`src/rtl/simd_pe_sequencer_if.sv`:
```
// Instruction handshake and PE/register-file control bundle for the SIMD PE sequencer.
// The master modport issues instructions; the slave modport is the sequencer.
interface simd_pe_sequencer_if #(
  parameter int unsigned N  = 16,
  parameter int unsigned RA = 3
);
  logic          INSTR_VALID;
  logic          INSTR_READY;
  logic [3:0]    INSTR_OP;
  logic [RA-1:0] INSTR_RD;
  logic [RA-1:0] INSTR_RS1;
  logic [RA-1:0] INSTR_RS2;
  logic [N-1:0]  INSTR_IMM;
  logic          FLUSH;

  logic [3:0]    PE_OP;
  logic          PE_EN;
  logic          RST_MUL;
  logic          MUL_EN;
  logic          IMM_SEL;
  logic [N-1:0]  IMM_OUT;
  logic [RA-1:0] RF_RADDR1;
  logic [RA-1:0] RF_RADDR2;
  logic [RA-1:0] RF_WADDR;
  logic          RF_WE;
  logic          DONE;
  logic          ILLEGAL;
  logic          BUSY;

  modport master (
    output INSTR_VALID, INSTR_OP, INSTR_RD, INSTR_RS1, INSTR_RS2, INSTR_IMM, FLUSH,
    input  INSTR_READY, PE_OP, PE_EN, RST_MUL, MUL_EN, IMM_SEL, IMM_OUT,
           RF_RADDR1, RF_RADDR2, RF_WADDR, RF_WE, DONE, ILLEGAL, BUSY
  );

  modport slave (
    input  INSTR_VALID, INSTR_OP, INSTR_RD, INSTR_RS1, INSTR_RS2, INSTR_IMM, FLUSH,
    output INSTR_READY, PE_OP, PE_EN, RST_MUL, MUL_EN, IMM_SEL, IMM_OUT,
           RF_RADDR1, RF_RADDR2, RF_WADDR, RF_WE, DONE, ILLEGAL, BUSY
  );
endinterface

```
`src/rtl/simd_pe_sequencer.sv`:
```
// Single-issue instruction sequencer driving the shared PE control word and register-file addresses.
// Every output is a register loaded from the next-state decode, so strobes line up with the state they belong to.
module simd_pe_sequencer #(
  parameter int unsigned N          = 16,
  parameter int unsigned MUL_CYCLES = 16,
  parameter int unsigned RA         = 3
) (
  input logic                 CLK,
  input logic                 RSTN,
  simd_pe_sequencer_if.slave  bus
);

  localparam int unsigned CW = 8;

  localparam logic [2:0] S_IDLE     = 3'd0;
  localparam logic [2:0] S_DECODE   = 3'd1;
  localparam logic [2:0] S_EXEC     = 3'd2;
  localparam logic [2:0] S_MUL_INIT = 3'd3;
  localparam logic [2:0] S_MUL_RUN  = 3'd4;
  localparam logic [2:0] S_WB       = 3'd5;

  localparam logic [3:0] OP_NOP = 4'd0;
  localparam logic [3:0] OP_ADD = 4'd1;
  localparam logic [3:0] OP_XOR = 4'd5;
  localparam logic [3:0] OP_MUL = 4'd6;
  localparam logic [3:0] OP_LDI = 4'd7;

  localparam logic [CW-1:0] MUL_LAST = CW'(MUL_CYCLES - 1);
  localparam logic [CW-1:0] CNT_MAX  = '1;

  logic [2:0]    state_q, state_d;
  logic [CW-1:0] cnt_q, cnt_d;
  logic [3:0]    op_q, op_d;
  logic [RA-1:0] rd_q, rd_d;
  logic [RA-1:0] rs1_q, rs1_d;
  logic [RA-1:0] rs2_q, rs2_d;
  logic [N-1:0]  imm_q, imm_d;

  logic ready_q, ready_d;
  logic busy_q, busy_d;
  logic pe_en_q, pe_en_d;
  logic rst_mul_q, rst_mul_d;
  logic mul_en_q, mul_en_d;
  logic imm_sel_q, imm_sel_d;
  logic rf_we_q, rf_we_d;
  logic done_q, done_d;
  logic illegal_q, illegal_d;

  logic op_is_alu;
  logic op_is_illegal;

  // State register plus latched fields and registered outputs.
  always_ff @(posedge CLK or negedge RSTN) begin
    if (!RSTN) begin
      state_q   <= S_IDLE;
      cnt_q     <= '0;
      op_q      <= '0;
      rd_q      <= '0;
      rs1_q     <= '0;
      rs2_q     <= '0;
      imm_q     <= '0;
      ready_q   <= 1'b1;
      busy_q    <= 1'b0;
      pe_en_q   <= 1'b0;
      rst_mul_q <= 1'b0;
      mul_en_q  <= 1'b0;
      imm_sel_q <= 1'b0;
      rf_we_q   <= 1'b0;
      done_q    <= 1'b0;
      illegal_q <= 1'b0;
    end else begin
      state_q   <= state_d;
      cnt_q     <= cnt_d;
      op_q      <= op_d;
      rd_q      <= rd_d;
      rs1_q     <= rs1_d;
      rs2_q     <= rs2_d;
      imm_q     <= imm_d;
      ready_q   <= ready_d;
      busy_q    <= busy_d;
      pe_en_q   <= pe_en_d;
      rst_mul_q <= rst_mul_d;
      mul_en_q  <= mul_en_d;
      imm_sel_q <= imm_sel_d;
      rf_we_q   <= rf_we_d;
      done_q    <= done_d;
      illegal_q <= illegal_d;
    end
  end

  // Next state, field capture, and output decode of the upcoming state.
  always_comb begin
    state_d   = state_q;
    cnt_d     = cnt_q;
    op_d      = op_q;
    rd_d      = rd_q;
    rs1_d     = rs1_q;
    rs2_d     = rs2_q;
    imm_d     = imm_q;

    case (state_q)
      S_IDLE: begin
        if (bus.INSTR_VALID) begin
          op_d    = bus.INSTR_OP;
          rd_d    = bus.INSTR_RD;
          rs1_d   = bus.INSTR_RS1;
          rs2_d   = bus.INSTR_RS2;
          imm_d   = bus.INSTR_IMM;
          state_d = S_DECODE;
        end
      end
      S_DECODE: begin
        if (op_q == OP_MUL)                        state_d = S_MUL_INIT;
        else if (op_q == OP_LDI)                   state_d = S_WB;
        else if (op_q >= OP_ADD && op_q <= OP_XOR) state_d = S_EXEC;
        else                                       state_d = S_IDLE;
      end
      S_EXEC:     state_d = S_WB;
      S_MUL_INIT: begin
        cnt_d   = '0;
        state_d = S_MUL_RUN;
      end
      S_MUL_RUN: begin
        if (cnt_q != CNT_MAX) cnt_d = cnt_q + CW'(1);
        if (cnt_q == MUL_LAST) state_d = S_WB;
      end
      S_WB:       state_d = S_IDLE;
      default:    state_d = S_IDLE;
    endcase

    // Abort wins over every transition; an already-issued WB strobe is unaffected.
    if (bus.FLUSH && (state_q != S_IDLE)) state_d = S_IDLE;

    op_is_alu     = (op_d >= OP_ADD) && (op_d <= OP_XOR);
    op_is_illegal = op_d[3];

    ready_d   = (state_d == S_IDLE);
    busy_d    = (state_d != S_IDLE);
    pe_en_d   = (state_d == S_EXEC);
    rst_mul_d = (state_d == S_MUL_INIT);
    mul_en_d  = (state_d == S_MUL_RUN);
    rf_we_d   = (state_d == S_WB);
    imm_sel_d = (state_d == S_WB) && (op_d == OP_LDI);
    illegal_d = (state_d == S_DECODE) && op_is_illegal;
    done_d    = (state_d == S_WB) ||
                ((state_d == S_DECODE) && ((op_d == OP_NOP) || op_is_illegal));
  end

  assign bus.INSTR_READY = ready_q;
  assign bus.BUSY        = busy_q;
  assign bus.PE_OP       = op_q;
  assign bus.PE_EN       = pe_en_q;
  assign bus.RST_MUL     = rst_mul_q;
  assign bus.MUL_EN      = mul_en_q;
  assign bus.IMM_SEL     = imm_sel_q;
  assign bus.IMM_OUT     = imm_q;
  assign bus.RF_RADDR1   = rs1_q;
  assign bus.RF_RADDR2   = rs2_q;
  assign bus.RF_WADDR    = rd_q;
  assign bus.RF_WE       = rf_we_q;
  assign bus.DONE        = done_q;
  assign bus.ILLEGAL     = illegal_q;

endmodule

```
`src/flat_wrapper.sv`:
```
// flat-port wrapper written by rule: the top's interface ports become plain ports
module simd_pe_sequencer_flat 
#(
  parameter int unsigned N          = 16,
  parameter int unsigned MUL_CYCLES = 16,
  parameter int unsigned RA         = 3
)
  (CLK, RSTN, bus_INSTR_VALID, bus_INSTR_OP, bus_INSTR_RD, bus_INSTR_RS1, bus_INSTR_RS2, bus_INSTR_IMM, bus_FLUSH, bus_INSTR_READY, bus_PE_OP, bus_PE_EN, bus_RST_MUL, bus_MUL_EN, bus_IMM_SEL, bus_IMM_OUT, bus_RF_RADDR1, bus_RF_RADDR2, bus_RF_WADDR, bus_RF_WE, bus_DONE, bus_ILLEGAL, bus_BUSY);
  simd_pe_sequencer_if #(.N(N), .RA(RA)) bus_i ();
  input logic CLK;
  input logic RSTN;
  input wire logic [$bits(bus_i.INSTR_VALID)-1:0] bus_INSTR_VALID;
  input wire logic [$bits(bus_i.INSTR_OP)-1:0] bus_INSTR_OP;
  input wire logic [$bits(bus_i.INSTR_RD)-1:0] bus_INSTR_RD;
  input wire logic [$bits(bus_i.INSTR_RS1)-1:0] bus_INSTR_RS1;
  input wire logic [$bits(bus_i.INSTR_RS2)-1:0] bus_INSTR_RS2;
  input wire logic [$bits(bus_i.INSTR_IMM)-1:0] bus_INSTR_IMM;
  input wire logic [$bits(bus_i.FLUSH)-1:0] bus_FLUSH;
  output wire logic [$bits(bus_i.INSTR_READY)-1:0] bus_INSTR_READY;
  output wire logic [$bits(bus_i.PE_OP)-1:0] bus_PE_OP;
  output wire logic [$bits(bus_i.PE_EN)-1:0] bus_PE_EN;
  output wire logic [$bits(bus_i.RST_MUL)-1:0] bus_RST_MUL;
  output wire logic [$bits(bus_i.MUL_EN)-1:0] bus_MUL_EN;
  output wire logic [$bits(bus_i.IMM_SEL)-1:0] bus_IMM_SEL;
  output wire logic [$bits(bus_i.IMM_OUT)-1:0] bus_IMM_OUT;
  output wire logic [$bits(bus_i.RF_RADDR1)-1:0] bus_RF_RADDR1;
  output wire logic [$bits(bus_i.RF_RADDR2)-1:0] bus_RF_RADDR2;
  output wire logic [$bits(bus_i.RF_WADDR)-1:0] bus_RF_WADDR;
  output wire logic [$bits(bus_i.RF_WE)-1:0] bus_RF_WE;
  output wire logic [$bits(bus_i.DONE)-1:0] bus_DONE;
  output wire logic [$bits(bus_i.ILLEGAL)-1:0] bus_ILLEGAL;
  output wire logic [$bits(bus_i.BUSY)-1:0] bus_BUSY;
  assign bus_i.INSTR_VALID = bus_INSTR_VALID;
  assign bus_i.INSTR_OP = bus_INSTR_OP;
  assign bus_i.INSTR_RD = bus_INSTR_RD;
  assign bus_i.INSTR_RS1 = bus_INSTR_RS1;
  assign bus_i.INSTR_RS2 = bus_INSTR_RS2;
  assign bus_i.INSTR_IMM = bus_INSTR_IMM;
  assign bus_i.FLUSH = bus_FLUSH;
  assign bus_INSTR_READY = bus_i.INSTR_READY;
  assign bus_PE_OP = bus_i.PE_OP;
  assign bus_PE_EN = bus_i.PE_EN;
  assign bus_RST_MUL = bus_i.RST_MUL;
  assign bus_MUL_EN = bus_i.MUL_EN;
  assign bus_IMM_SEL = bus_i.IMM_SEL;
  assign bus_IMM_OUT = bus_i.IMM_OUT;
  assign bus_RF_RADDR1 = bus_i.RF_RADDR1;
  assign bus_RF_RADDR2 = bus_i.RF_RADDR2;
  assign bus_RF_WADDR = bus_i.RF_WADDR;
  assign bus_RF_WE = bus_i.RF_WE;
  assign bus_DONE = bus_i.DONE;
  assign bus_ILLEGAL = bus_i.ILLEGAL;
  assign bus_BUSY = bus_i.BUSY;
  simd_pe_sequencer #(.N(N), .MUL_CYCLES(MUL_CYCLES), .RA(RA)) u_core (.CLK(CLK), .RSTN(RSTN), .bus(bus_i));
endmodule
```
`config.mk`:
```
export PLATFORM = sky130hd
export DESIGN_NAME = simd_pe_sequencer_flat
export DESIGN_NICKNAME = d
export VERILOG_FILES = /design/src/rtl/simd_pe_sequencer_if.sv /design/src/rtl/simd_pe_sequencer.sv /design/src/flat_wrapper.sv
export SDC_FILE = /design/constraint.sdc
export NUM_CORES = 1
export LEC_CHECK = 0
export BUFFER_PORTS_ARGS = -buffer_cell sky130_fd_sc_hd__buf_4
export CORE_AREA = 2 2 67 69
export CTS_CLUSTER_SIZE = 14
export DETAILED_ROUTE_END_ITERATION = 7
export DIE_AREA = 0 0 69 71
export PLACE_DENSITY = 0.9
export SLEW_MARGIN = 15
export SYNTH_ARGS = -nofsm -noshare
export SYNTH_HDL_FRONTEND = slang
export SYNTH_SLANG_ARGS = --single-unit
```
`constraint.sdc`:
```
create_clock -name CLK -period 5.05 [get_ports CLK]
set_clock_uncertainty 0.2 [all_clocks]
set_input_delay 0.505 -clock CLK [delete_from_list [all_inputs] [get_ports CLK]]
set_output_delay 0.505 -clock CLK [all_outputs]
set_load 0.05 [all_outputs]
```
==> results by group, run 1 <==
Setup path
  • Critical path class: flop to flop
  • Worst Path Buf+Inv: 1
  • Critical path startpoint: u_core.state_q[1]
  • Critical Path Start Type: flop
  • Cell type of the slowest stage on the worst timing path: dfrtp_1
  • Max stage delay on crit path: 0.50 ns
  • Largest fanout of any net on the critical path: 34
  • RR Startpoint: u_core.state_q[1]
  • Setup crit end kind: flop
  • Required time reported for the critical path endpoint: 5.03 ns
  • Arrival time of data at the critical path endpoint: 2.35 ns
  • Sequence of cells on the critical path: nor4b_4 > buf_4 > mux2_2 > a2111oi_0 > nor3_1
  • Family with the most delay on the worst path: flip-flops

Die
  • Floorplan die height: 71 µm
  • Starting density of the core: 50.1%
  • Width of the chip: 69 µm
  • Core area: 4200 µm²
  • Total die area: 4900 µm²
  • IO Pins: 71
  • Number of rows in the core area: 24

STA
  • Sum of negative setup slack: 0 ns
  • Period Utilization, post-route: 47.0%
  • Minimum clock period after layout: 2.37 ns
  • RSZ-0062 raised after global routing: no
  • Setup-violating endpoint count in the final report: 0
  • Slew Limit Headroom: 60.3%
  • Worst slack on hold paths: -0.00195 ns
  • Maximum frequency from static timing analysis: 422 MHz
  • Max-slew violations: 0
  • Count of endpoints failing hold in the final timing report: 1
  • Worst Tran Pin Value: 0.595 ns

Place
  • Number of cells after detailed placement: 270
  • Final weighted congestion in routability-driven placement: 0.753
  • DP HPWL: 3.13 mm
  • PortBufs: 70

Global routing
  • Initial antenna violation count: 0
  • GRT overflow: 0
  • Via count of the first global-routing pass: 1482
  • Maximum number of pins on one net before global-route repair: 50
  • Global-route wire length before repair: 6.91 mm
  • Global-route usage over all layers: 17.8%

Synth
  • Syn Area/Cell: 13.7 µm²
  • Dominant combinational cell family by area after synthesis: multiplexers
  • Number of warnings printed during yosys synthesis: 0
  • Mux share of post-synthesis cell area: 16.9%
  • Number of distinct library cell variants in the gate-level netlist after synthesis: 40
  • Post-synth design cell area: 2110 µm²
  • Post-Synthesis Cells: 154
  • Simple-gate share of the synthesized area: 14.8%
  • Complex-gate fraction of the synthesized area: 5.34%
  • Sequential fraction of the synthesis area: 58.2%
  • Number of storage elements in the synthesis netlist: 49
  • Post-Synthesis Net Count: 188
  • Adder-cell area share of the yosys netlist: 0.593%
  • Parity-gate share of the synthesized area counting xor and xnor cells: 1.66%

Status
  • Status: complete, but fails checks
  • Violations in the final reports: negative hold slack

Drt
  • Routed WL per cell: 15.2 µm
  • Via count: 1491
  • DRT Pass-1 Iters: 4
  • Number of remaining DRC errors: 0
  • Per-cell via count in the routed design: 5.36
  • Detailed Route WL: 4.22 mm
  • Number of nets with antenna violations after routing: 0
  • Violation count after the first detailed-route iteration: 80

Power and ir drop
  • Total leakage power: 1.30 nW
  • Total power: 2.00 mW
  • Largest voltage drop on the vdd net: 480 µV
  • PD cells: 720 nW/µm²

Layout
  • Filler-free cell count of the finished design: 278
  • Number of diodes added for antenna fixing: 0
  • Count of fill cells added during filler insertion: 335
  • Area growth from synthesis to layout: 31.9%
  • Count of nets after finishing: 259
  • Leading cell type in the layout, fill and taps excluded: buf_4
  • Fraction of layout instances using a drive strength above 1: 53.5%
  • Most frequent cells in the layout: 71 x buf_4, 48 x dfrtp_1, 29 x mux2_2, 11 x nand2_1

Clock network
  • PostCTS Resize Cnt: 0
  • H-tree lvl count: 2
  • Post-CTS setup-driven buffer insertion count: 0
  • Root cell of the clock tree: clkbuf_8
  • Hold-fix buffer count after cts: 0
  • # clock sinks: 49
  • Skew-Pair Late Insertion Delay: 0.30 ns
  • Clock slew at the register clock pins of the worst setup and hold paths: 0.09 ns
  • CTS Buffer Depth: 2
  • CTS tree: yes
  • Cts bufs inserted: 5

Job
  • Number of violations of the max-capacitance limit: 0

Hold path
  • Hold Path Class: input pin to async pin
## report_power, final
part / switching (mW) / internal (mW) / total [mW] / leakage, nW
logic: 0.688 / 0.370 / 1.06 / 0.639
clock network: 0.127 / 0.161 / 0.288 / 0.0574
registers: 0.108 / 0.547 / 0.655 / 0.607
total: 0.922 / 1.08 / 2.00 / 1.30
## metal layers
layer	track usage [%]	vias to the layer above	routed length, µm
met5	0	-	0
met4	8.93	0	84
met3	3.70	9	215
met2	29.5	51	2150
met1	22.2	736	1770
li1	-	695	-
## synthesized netlist by cell type
cell type | instances | area [µm²]
or2_2 | 1 | 6.26
o32ai_2 | 1 | 16.3
a211oi_1 | 2 | 15.0
o22ai_1 | 1 | 6.26
xnor2_1 | 3 | 26.3
buf_4 | 2 | 15.0
nand2_1 | 11 | 41.3
and4_1 | 1 | 8.76
dfrtp_1 | 48 | 1200
o22ai_2 | 1 | 12.5
a2111oi_0 | 1 | 8.76
nor2_1 | 6 | 22.5
mux2i_1 | 3 | 30.0
mux2_2 | 29 | 327
nor3b_1 | 2 | 15.0
nor4_4 | 1 | 21.3
nor4b_4 | 1 | 23.8
nor3_1 | 5 | 25.0
nor2b_1 | 1 | 6.26
dfstp_2 | 1 | 26.3
nand2b_1 | 1 | 6.26
clkinv_2 | 1 | 5.00
and3_1 | 3 | 18.8
o21ai_0 | 1 | 5.00
buf_2 | 4 | 20.0
or3b_4 | 1 | 11.3
and2_1 | 2 | 12.5
ha_1 | 1 | 12.5
or4b_4 | 1 | 13.8
a2111oi_2 | 2 | 30.0
nand3_1 | 2 | 10.0
a21oi_1 | 2 | 10.0
and4b_1 | 1 | 10.0
and2_2 | 2 | 15.0
xor2_1 | 1 | 8.76
nor4b_1 | 3 | 26.3
nand4_1 | 2 | 12.5
buf_6 | 1 | 11.3
a211o_1 | 1 | 8.76
or3_1 | 1 | 6.26
## worst paths after layout
check,slack [ns],to,depth (start not counted)
max,2.68,u_core.bus.DONE,5
min,-0.002,u_core.bus.RST_MUL,1
max reg2reg,2.68,u_core.bus.DONE,5
min reg2reg,0.31,u_core.bus.IMM_OUT[6],1
max in group asynchronous,4.24,u_core.bus.RF_WADDR[1],1
min in group CLK,0.23,u_core.bus.IMM_OUT[0],2
## logic make-up after synthesis
family / after synthesis
DFF: 49
and+or+nand+nor: 48
muxes: 32
AOI/OAI and AO/OA: 12
buffers and inverters: 8
xor gates and xnor gates: 4
adders and majority gates: 1
## stage by stage
stage               setup slack [ns]  instance area, µm²  hold slack, ns  util [%]
floorplan                       3.01                2110         0.00941         -
global placement                2.78                2660           0.292      63.3
detailed placement              2.70                2660           0.297      63.3
CTS                             2.67                2780          0.0235      66.1
global route                    2.53                2780          0.0471      66.1
finish                          2.68                2780        -0.00195      66.1
## worst register-to-register path, cell delays in order (launching register included)
cell and delay, ns:
dfrtp_1 0.50, nor4b_4 0.32, buf_4 0.40, mux2_2 0.44, a2111oi_0 0.31, nor3_1 0.08
## cell type report
type	count	area (µm²)	area share, %
timing repair buffer	71	533	19.2
tap	52	65.1	2.34
clock inverter	2	37.5	1.35
multi-input combinational	97	830	29.8
inverter	1	5.00	0.180
clock buffer	6	82.6	2.97
sequential	49	1230	44.1
## sequential cells by signal, indices dropped and copies added, names as in the netlist
register                cells
u_core.bus.IMM_OUT         16
u_core.cnt_q                8
u_core.bus.PE_OP            4
u_core.bus.RF_RADDR1        3
u_core.bus.RF_RADDR2        3
u_core.bus.RF_WADDR         3
u_core.state_q              3
u_core.bus.BUSY             1
u_core.bus.DONE             1
u_core.bus.ILLEGAL          1
u_core.bus.IMM_SEL          1
u_core.bus.INSTR_READY      1
u_core.bus.MUL_EN           1
u_core.bus.PE_EN            1
u_core.bus.RF_WE            1
u_core.bus.RST_MUL          1
Note: power is estimated with default switching activity, not from simulation.
==> run 2, diff against run 1 <==
--- a/config.mk
+++ b/config.mk
@@ -6,11 +6,11 @@
 export NUM_CORES = 1
 export LEC_CHECK = 0
 export BUFFER_PORTS_ARGS = -buffer_cell sky130_fd_sc_hd__buf_4
-export CORE_AREA = 2 2 67 69
+export CORE_AREA = 2 2 72 74
 export CTS_CLUSTER_SIZE = 14
 export DETAILED_ROUTE_END_ITERATION = 7
-export DIE_AREA = 0 0 69 71
-export PLACE_DENSITY = 0.9
+export DIE_AREA = 0 0 74 76
+export PLACE_DENSITY = 0.84
 export SLEW_MARGIN = 15
 export SYNTH_ARGS = -nofsm -noshare
 export SYNTH_HDL_FRONTEND = slang
==> constraint.sdc (replaced) <==
create_clock -name CLK -period 1.95 [get_ports CLK]
set_clock_uncertainty 0.2 [all_clocks]
set_input_delay 0.195 -clock CLK [delete_from_list [all_inputs] [get_ports CLK]]
set_output_delay 0.195 -clock CLK [all_outputs]
set_load 0.05 [all_outputs]
==> run 2 against run 1 <==
Net effect: the run ends with negative setup slack left; sequential power rose to 2.6 times the previous value; first-iteration DRC count is 21% higher; die area rose by 15%; register-to-register slack worse by 2.7 ns; clock-buffer cell count did not move; final cell count increased by 22%; critical path depth rose by 1; final area is 18% higher; fmax is 21% higher; largest cell class unchanged; highest routed layer unchanged.
==> results by group, run 2 (synthesis gave the netlist of run 1 again) <==
Status
  • Status: complete, but fails checks
  • Violations in the final reports: negative setup slack

Power and ir drop
  • Clk pwr share: 14.1% (-0.3 points)
  • Total leakage power: 1.50 nW (+15%)
  • Total net switching power: 2.55 mW (+180%)
  • PD cells: 1700 nW/µm² (+140%)
  • Largest voltage drop on the vdd net: 982 µV (+100%)
  • Share of power burned in registers: 30.3% (-2.4 points)
  • Internal portion of total power: 3.00 mW (+180%)
  • Comb power frac: 55.6% (+2.7 points)
  • Fraction of power spent switching nets: 46.0% (-0.11 points)
  • Total power: 5.55 mW (+180%)

Layout
  • Count of nets after finishing: 303 (+17%)
  • Area growth from synthesis to layout: 55.0%
  • Filler-free cell count of the finished design: 340 (+22%)
  • Number of flip-flops under the largest register name: 16 (unchanged)
  • Number of diodes added for antenna fixing: 0 (unchanged)
  • Count of fill cells added during filler insertion: 343 (+2.4%)
  • Post-route cell area: 3270 µm² (+18%)
  • Fraction of layout instances using a drive strength above 1: 53.7% (+0.16 points)
  • Leading cell type in the layout, fill and taps excluded: buf_4
  • Most frequent cells in the layout: 85 x buf_4, 45 x dfrtp_1, 30 x dlygate4sd3_1, 29 x mux2_2, 11 x nand2_1

Place
  • PortBufs: 70 (unchanged)
  • Final weighted congestion in routability-driven placement: 0.778 (+3.4%)
  • DP HPWL: 3.12 mm (-0.33%)
  • Number of cells after detailed placement: 299 (+11%)
  • Cell area after placement: 2790 µm² (+4.8%)
  • Place WS: 0.00306 ns (-2.70 ns)

Job
  • Number of violations of the max-capacitance limit: 0 (unchanged)

STA
  • Worst Tran Pin Value: 0.623 ns (+0.0281 ns)
  • Max-slew violations: 0 (unchanged)
  • Final worst slack: -0.00622 ns (-2.68 ns)
  • RSZ-0062 raised after global routing: yes
  • Count of endpoints failing hold in the final timing report: 0 (-1)
  • Period Utilization, post-route: 100% (+53 points)
  • Minimum clock period after layout: 1.96 ns (-0.415 ns)
  • Setup-violating endpoint count in the final report: 1 (+1)
  • Maximum frequency from static timing analysis: 511 MHz (+21%)
  • Slew Limit Headroom: 58.5% (-1.9 points)
  • Worst slack on hold paths: 0.0578 ns (+0.0597 ns)

Clock network
  • CTS Buffer Depth: 2 (unchanged)
  • H-tree lvl count: 2 (unchanged)
  • Root cell of the clock tree: clkbuf_8
  • Clock slew at the register clock pins of the worst setup and hold paths: 0.10 ns (about the same)
  • # clock sinks: 49 (unchanged)
  • CTS tree: yes
  • Skew-Pair Late Insertion Delay: 0.30 ns (about the same)
  • Cts bufs inserted: 5 (unchanged)

Setup path
  • Arrival time of data at the critical path endpoint: 1.95 ns (-0.40 ns)
  • Largest fanout of any net on the critical path: 5 (-85%)
  • Setup crit end kind: flop
  • Worst setup slack for register-to-register paths: -0.006 ns (-2.68 ns)
  • Critical Path Start Type: flop
  • Critical path class: flop to flop
  • Required time reported for the critical path endpoint: 1.94 ns (-3.09 ns)
  • Worst Reg2Reg Path Length in Cells: 6 (+1)

Drt
  • Detailed Route WL: 5.30 mm (+26%)
  • Number of nets with antenna violations after routing: 0 (unchanged)
  • Violation count after the first detailed-route iteration: 97 (+21%)
  • DRT Pass-1 Iters: 4 (unchanged)
  • Via count: 1668 (+12%)
  • Number of remaining DRC errors: 0 (unchanged)
  • Per-cell via count in the routed design: 4.91 (-8.5%)
  • Routed WL per cell: 15.6 µm (+2.7%)

Die
  • Floorplan die height: 76 µm (+7.0%)
  • Width of the chip: 74 µm (+7.2%)
  • Number of rows in the core area: 26 (+8.3%)
  • IO Pins: 71 (unchanged)
  • Total die area: 5620 µm² (+15%)
  • Starting density of the core: 42.9% (-7.2 points)
  • Core area: 4910 µm² (+17%)

Global routing
  • Initial antenna violation count: 0 (unchanged)
  • Global-route track usage on met1: 26.0% (+3.8 points)
  • Global-route usage over all layers: 20.3% (+2.5 points)
  • Met3 Use GR: 5.03% (+1.3 points)
  • Layer carrying the most global-route usage: met2
  • Via count of the first global-routing pass: 1767 (+19%)
  • Global-route wire length before repair: 8.68 mm (+26%)
  • Maximum number of pins on one net before global-route repair: 50 (unchanged)
  • GRT overflow: 0 (unchanged)
  • Met2 demand-to-capacity share in global routing: 32.4% (+2.9 points)

Hold path
  • Hold Path Class: input pin to flop
  • Depth of the worst hold-timing path: 3
[run 2: cell count changes in the layout (fill, tap and decap cells not counted), sizes merged]
cell,change
dlygate4sd3,+30
buf,+14
inv,+1
clkinvlp,-1
[run 2: final timing paths]
kind | to | start
worst max-delay path | u_core.bus.BUSY | u_core.cnt_q[1]
worst min-delay path | u_core.state_q[1] | bus_FLUSH
worst max register to register | u_core.bus.BUSY | u_core.cnt_q[1]
worst min register to register | u_core.cnt_q[2] | u_core.cnt_q[2]
max in group asynchronous | u_core.state_q[2] | RSTN
min in group asynchronous | u_core.bus.RF_WADDR[0] | RSTN
[run 2: stage by stage]
| step | TNS (ns) | util (%) |
|---|---|---|
| floorplan | -0.0426 | - |
| global placement | 0 | 56.7 |
| detailed placement | 0 | 56.7 |
| CTS | 0 | 65.5 |
| global route | -0.130 | 66.5 |
| finish | -0.00622 | 66.5 |
[run 2: final cells by class]
| cell class | count | area [µm²] | area share (%) |
|---|---|---|---|
| Clock buffer | 6 | 82.6 | 2.53 |
| Clock inverter | 2 | 41.3 | 1.26 |
| Inverter | 1 | 5.00 | 0.153 |
| Multi-Input combinational cell | 97 | 881 | 27.0 |
| Sequential cell | 49 | 1230 | 37.7 |
| Tap cell | 70 | 87.6 | 2.68 |
| Timing Repair Buffer | 115 | 938 | 28.7 |
[run 2: power groups by stage]
stage          Combinational, mW  Clock, mW  Sequential, mW
6_report                    3.09      0.785            1.68
3_5_place_dp                2.90          0            1.69
5_1_grt                     3.22      0.845            1.73
2_1_floorplan              0.804          0            2.88
3_3_place_gp                2.86          0            1.66
4_1_cts                     2.98      0.797            1.67
[run 2: what timing repair did]
item | in CTS | in global routing
hold buffers | 30 | 0
gates resized for setup | 2 | 6
pin swaps | 1 | 3
buffers inserted | 0 | 3
endpoints found under the setup margin | 2 | 8
gates cloned | 0 | 0
endpoints found under the hold margin | 78 | 0
[run 2: worst max-delay path, stage by stage (launching register included)]
cell      delay, ns
dfrtp_1        0.40
ha_2           0.19
and3_4         0.17
and3_4         0.17
o22ai_4        0.25
clkinv_2       0.13
or3_1          0.33
[run 2: layer usage]
layer  part of all wire, %  vias to the layer above
li1                      -                      784
met1                    41                      813
met2                    52                       59
met3                   4.0                       12
met4                   2.1                        0
met5                     0                        -
==> run 3, diff against run 2 <==
--- a/config.mk
+++ b/config.mk
@@ -6,11 +6,12 @@
 export NUM_CORES = 1
 export LEC_CHECK = 0
 export BUFFER_PORTS_ARGS = -buffer_cell sky130_fd_sc_hd__buf_4
-export CORE_AREA = 2 2 72 74
+export CORE_AREA = 2 2 70 72
+export CTS_BUF_LIST = sky130_fd_sc_hd__clkbuf_8
 export CTS_CLUSTER_SIZE = 14
 export DETAILED_ROUTE_END_ITERATION = 7
-export DIE_AREA = 0 0 74 76
-export PLACE_DENSITY = 0.84
+export DIE_AREA = 0 0 72 74
+export PLACE_DENSITY = 0.87
 export SLEW_MARGIN = 15
 export SYNTH_ARGS = -nofsm -noshare
 export SYNTH_HDL_FRONTEND = slang
==> run 3 against run 2 <==
Net effect: the flow still finishes with violations (negative setup slack); critical path depth is 1 lower; final cell count is 3.5% lower; sequential share of layout area is 0.54 points lower; non-clock buffer count is 4 higher; utilization is 5.7 points higher; hold slack better by 0.19 ns; critical endpoint is now u_core.bus.IMM_SEL; largest cell class unchanged; highest routed layer unchanged.
==> results by group, run 3 (synthesis gave the netlist of run 1 again) <==
Status
  • Status: complete, but fails checks
  • Violations in the final reports: negative setup slack

Layout
  • Area growth from synthesis to layout: 57.4%
  • Register area: 1230 µm² (+0.10%)
  • Post-route cell area: 3320 µm² (+1.6%)
  • Number of flip-flops under the largest register name: 16 (unchanged)
  • Leading cell type in the layout, fill and taps excluded: buf_4
  • Count of fill cells added during filler insertion: 289 (-16%)
  • Most frequent cells in the layout: 86 x buf_4, 44 x dfrtp_1, 31 x dlygate4sd3_1, 29 x mux2_2, 11 x nand2_1
  • Filler-free cell count of the finished design: 328 (-3.5%)
  • Total area of multi-input combinational cells: 908 µm² (+3.1%)
  • Fraction of layout instances using a drive strength above 1: 54.4% (+0.68 points)
  • Count of nets after finishing: 307 (+1.3%)
  • Number of diodes added for antenna fixing: 0 (unchanged)

STA
  • Maximum frequency from static timing analysis: 513 MHz (+0.28%)
  • Period Utilization, post-route: 100% (-0.28 points)
  • Minimum clock period after layout: 1.95 ns (-0.00539 ns)
  • Worst Tran Pin Value: 0.624 ns (+0.00146 ns)
  • Count of endpoints failing hold in the final timing report: 0 (unchanged)
  • Max-slew violations: 0 (unchanged)
  • Slew Limit Headroom: 58.4% (-0.097 points)
  • RSZ-0062 raised after global routing: yes
  • Setup-violating endpoint count in the final report: 1 (unchanged)
  • Final worst slack: -0.000831 ns (+0.00539 ns)

Clock network
  • CTS Buffer Depth: 2 (unchanged)
  • Root cell of the clock tree: clkbuf_8
  • Skew-Pair Late Insertion Delay: 0.30 ns (about the same)
  • H-tree lvl count: 2 (unchanged)
  • Clock slew at the register clock pins of the worst setup and hold paths: 0.10 ns (about the same)
  • Cts bufs inserted: 5 (unchanged)
  • # clock sinks: 49 (unchanged)
  • CTS tree: yes

Power and ir drop
  • Total net switching power: 2.58 mW (+1.2%)
  • Share of power burned in registers: 30.5% (+0.2 points)
  • Comb power frac: 58.0% (+2.4 points)
  • Internal portion of total power: 2.97 mW (-1.1%)
  • Fraction of power spent switching nets: 46.6% (+0.58 points)
  • PD cells: 1670 nW/µm² (-1.6%)
  • Largest voltage drop on the vdd net: 1110 µV (+13%)
  • Total leakage power: 1.53 nW (+1.7%)
  • Clk pwr share: 11.5% (-2.6 points)

Die
  • Total die area: 5330 µm² (-5.3%)
  • Starting density of the core: 45.9% (+2.9 points)
  • Number of rows in the core area: 25 (-3.8%)
  • Floorplan die height: 74 µm (-2.6%)
  • IO Pins: 71 (unchanged)
  • Width of the chip: 72 µm (-2.7%)
  • Core area: 4600 µm² (-6.4%)

Setup path
  • Required time reported for the critical path endpoint: 2.00 ns (+0.06 ns)
  • Largest fanout of any net on the critical path: 9 (+4)
  • Critical path class: flop to flop
  • Critical Path Start Type: flop
  • Cell type of the slowest stage on the worst timing path: or4b_4
  • Arrival time of data at the critical path endpoint: 2.00 ns (+0.05 ns)
  • Setup crit end kind: flop
  • Max stage delay on crit path: 0.59 ns (+0.19 ns)
  • Sequence of cells on the critical path: or4b_4 > o32ai_4 > o22ai_4 > clkinv_2 > and4b_1
  • Family with the most delay on the worst path: simple AND/OR/NAND/NOR gates
  • Worst Path Buf+Inv: 1 (unchanged)

Drt
  • Number of remaining DRC errors: 0 (unchanged)
  • Number of nets with antenna violations after routing: 0 (unchanged)
  • Per-cell via count in the routed design: 5.28 (+7.6%)
  • Detailed Route WL: 5.46 mm (+2.9%)
  • DRT Pass-1 Iters: 4 (unchanged)
  • Routed WL per cell: 16.6 µm (+6.7%)
  • Violation count after the first detailed-route iteration: 117 (+21%)
  • Via count: 1731 (+3.8%)

Global routing
  • Via count of the first global-routing pass: 1765 (-0.11%)
  • Global-route usage over all layers: 20.9% (+0.63 points)
  • Global-route wire length before repair: 8.42 mm (-3.0%)
  • Initial antenna violation count: 0 (unchanged)
  • GRT overflow: 0 (unchanged)
  • Maximum number of pins on one net before global-route repair: 50 (unchanged)

Place
  • Place WS: -0.179 ns (-0.182 ns)
  • Cell area after placement: 2760 µm² (-0.81%)
  • Number of cells after detailed placement: 281 (-6.0%)
  • PortBufs: 70 (unchanged)
  • Final weighted congestion in routability-driven placement: 0.765 (-1.7%)
  • DP HPWL: 3.14 mm (+0.42%)

Hold path
  • Hold Path Class: input pin to async pin

Job
  • Number of violations of the max-capacitance limit: 0 (unchanged)
-- run 3: worst paths after layout --
kind | start | endpoint | cells past startpoint | slack [ns]
max | u_core.state_q[2] | u_core.bus.IMM_SEL | 5 | -0.0008
min | RSTN | u_core.bus.IMM_OUT[14] | 2 | 0.25
max reg2reg | u_core.state_q[2] | u_core.bus.IMM_SEL | 5 | -0.0008
min reg2reg | u_core.bus.IMM_OUT[13] | u_core.bus.IMM_OUT[13] | 1 | 0.32
max in group asynchronous | RSTN | u_core.state_q[0] | 2 | 0.83
min in group CLK | bus_INSTR_VALID | u_core.bus.PE_OP[3] | 3 | 0.29
-- run 3: final cells by class --
cell class	instances	area share, %
clock buffers	6	2.49
flip-flops and latches	49	37.1
multi-input cells	97	27.4
well taps	54	2.04
repair buffers	119	30.4
clock inverters	2	0.415
inverters	1	0.151
-- run 3: metal layers --
layer  global-route usage [%]  vias up  part of all wire [%]  routed length [µm]
li1                         -      790                     -                   -
met5                        0        -                     0                   0
met2                     37.6       56                    52                2840
met3                     4.20       11                   3.9                 215
met1                     24.9      874                    42                2270
met4                     7.97        0                   2.5                 138
-- run 3: power by group through the flow --
stage	clock network [mW]	registers, mW	logic, mW
global placement	0	1.67	2.86
finish	0.641	1.69	3.22
floorplan	0	2.88	0.804
global route	0.686	1.74	3.34
detailed placement	0	1.70	2.90
CTS	0.641	1.68	3.05
-- run 3: timing repair --
action,in CTS,in global routing
resized for setup,6,6
hold buffers,31,0
pin swaps,0,4
endpoints found under the hold margin,79,0
setup buffers,0,7
cloned,1,0
endpoints found under the setup margin,2,21
-- run 3: metrics by stage --
| step | setup TNS, ns | hold WS (ns) | util (%) | power, mW |
|---|---|---|---|---|
| floorplan | -0.0426 | -0.301 | - | 3.69 |
| global placement | -0.111 | 0.0489 | 60.1 | 4.52 |
| detailed placement | -0.205 | 0.0507 | 60.1 | 4.60 |
| CTS | 0 | 0.226 | 70.0 | 5.37 |
| global route | -0.968 | 0.280 | 72.2 | 5.77 |
| finish | -0.000831 | 0.248 | 72.2 | 5.55 |
-- run 3: worst reg2reg max path, stage by stage, from the launching register on --
cell and delay [ns]:
dfrtp_2 0.49, or4b_4 0.60, o32ai_4 0.17, o22ai_4 0.14, clkinv_2 0.09, and4b_1 0.21
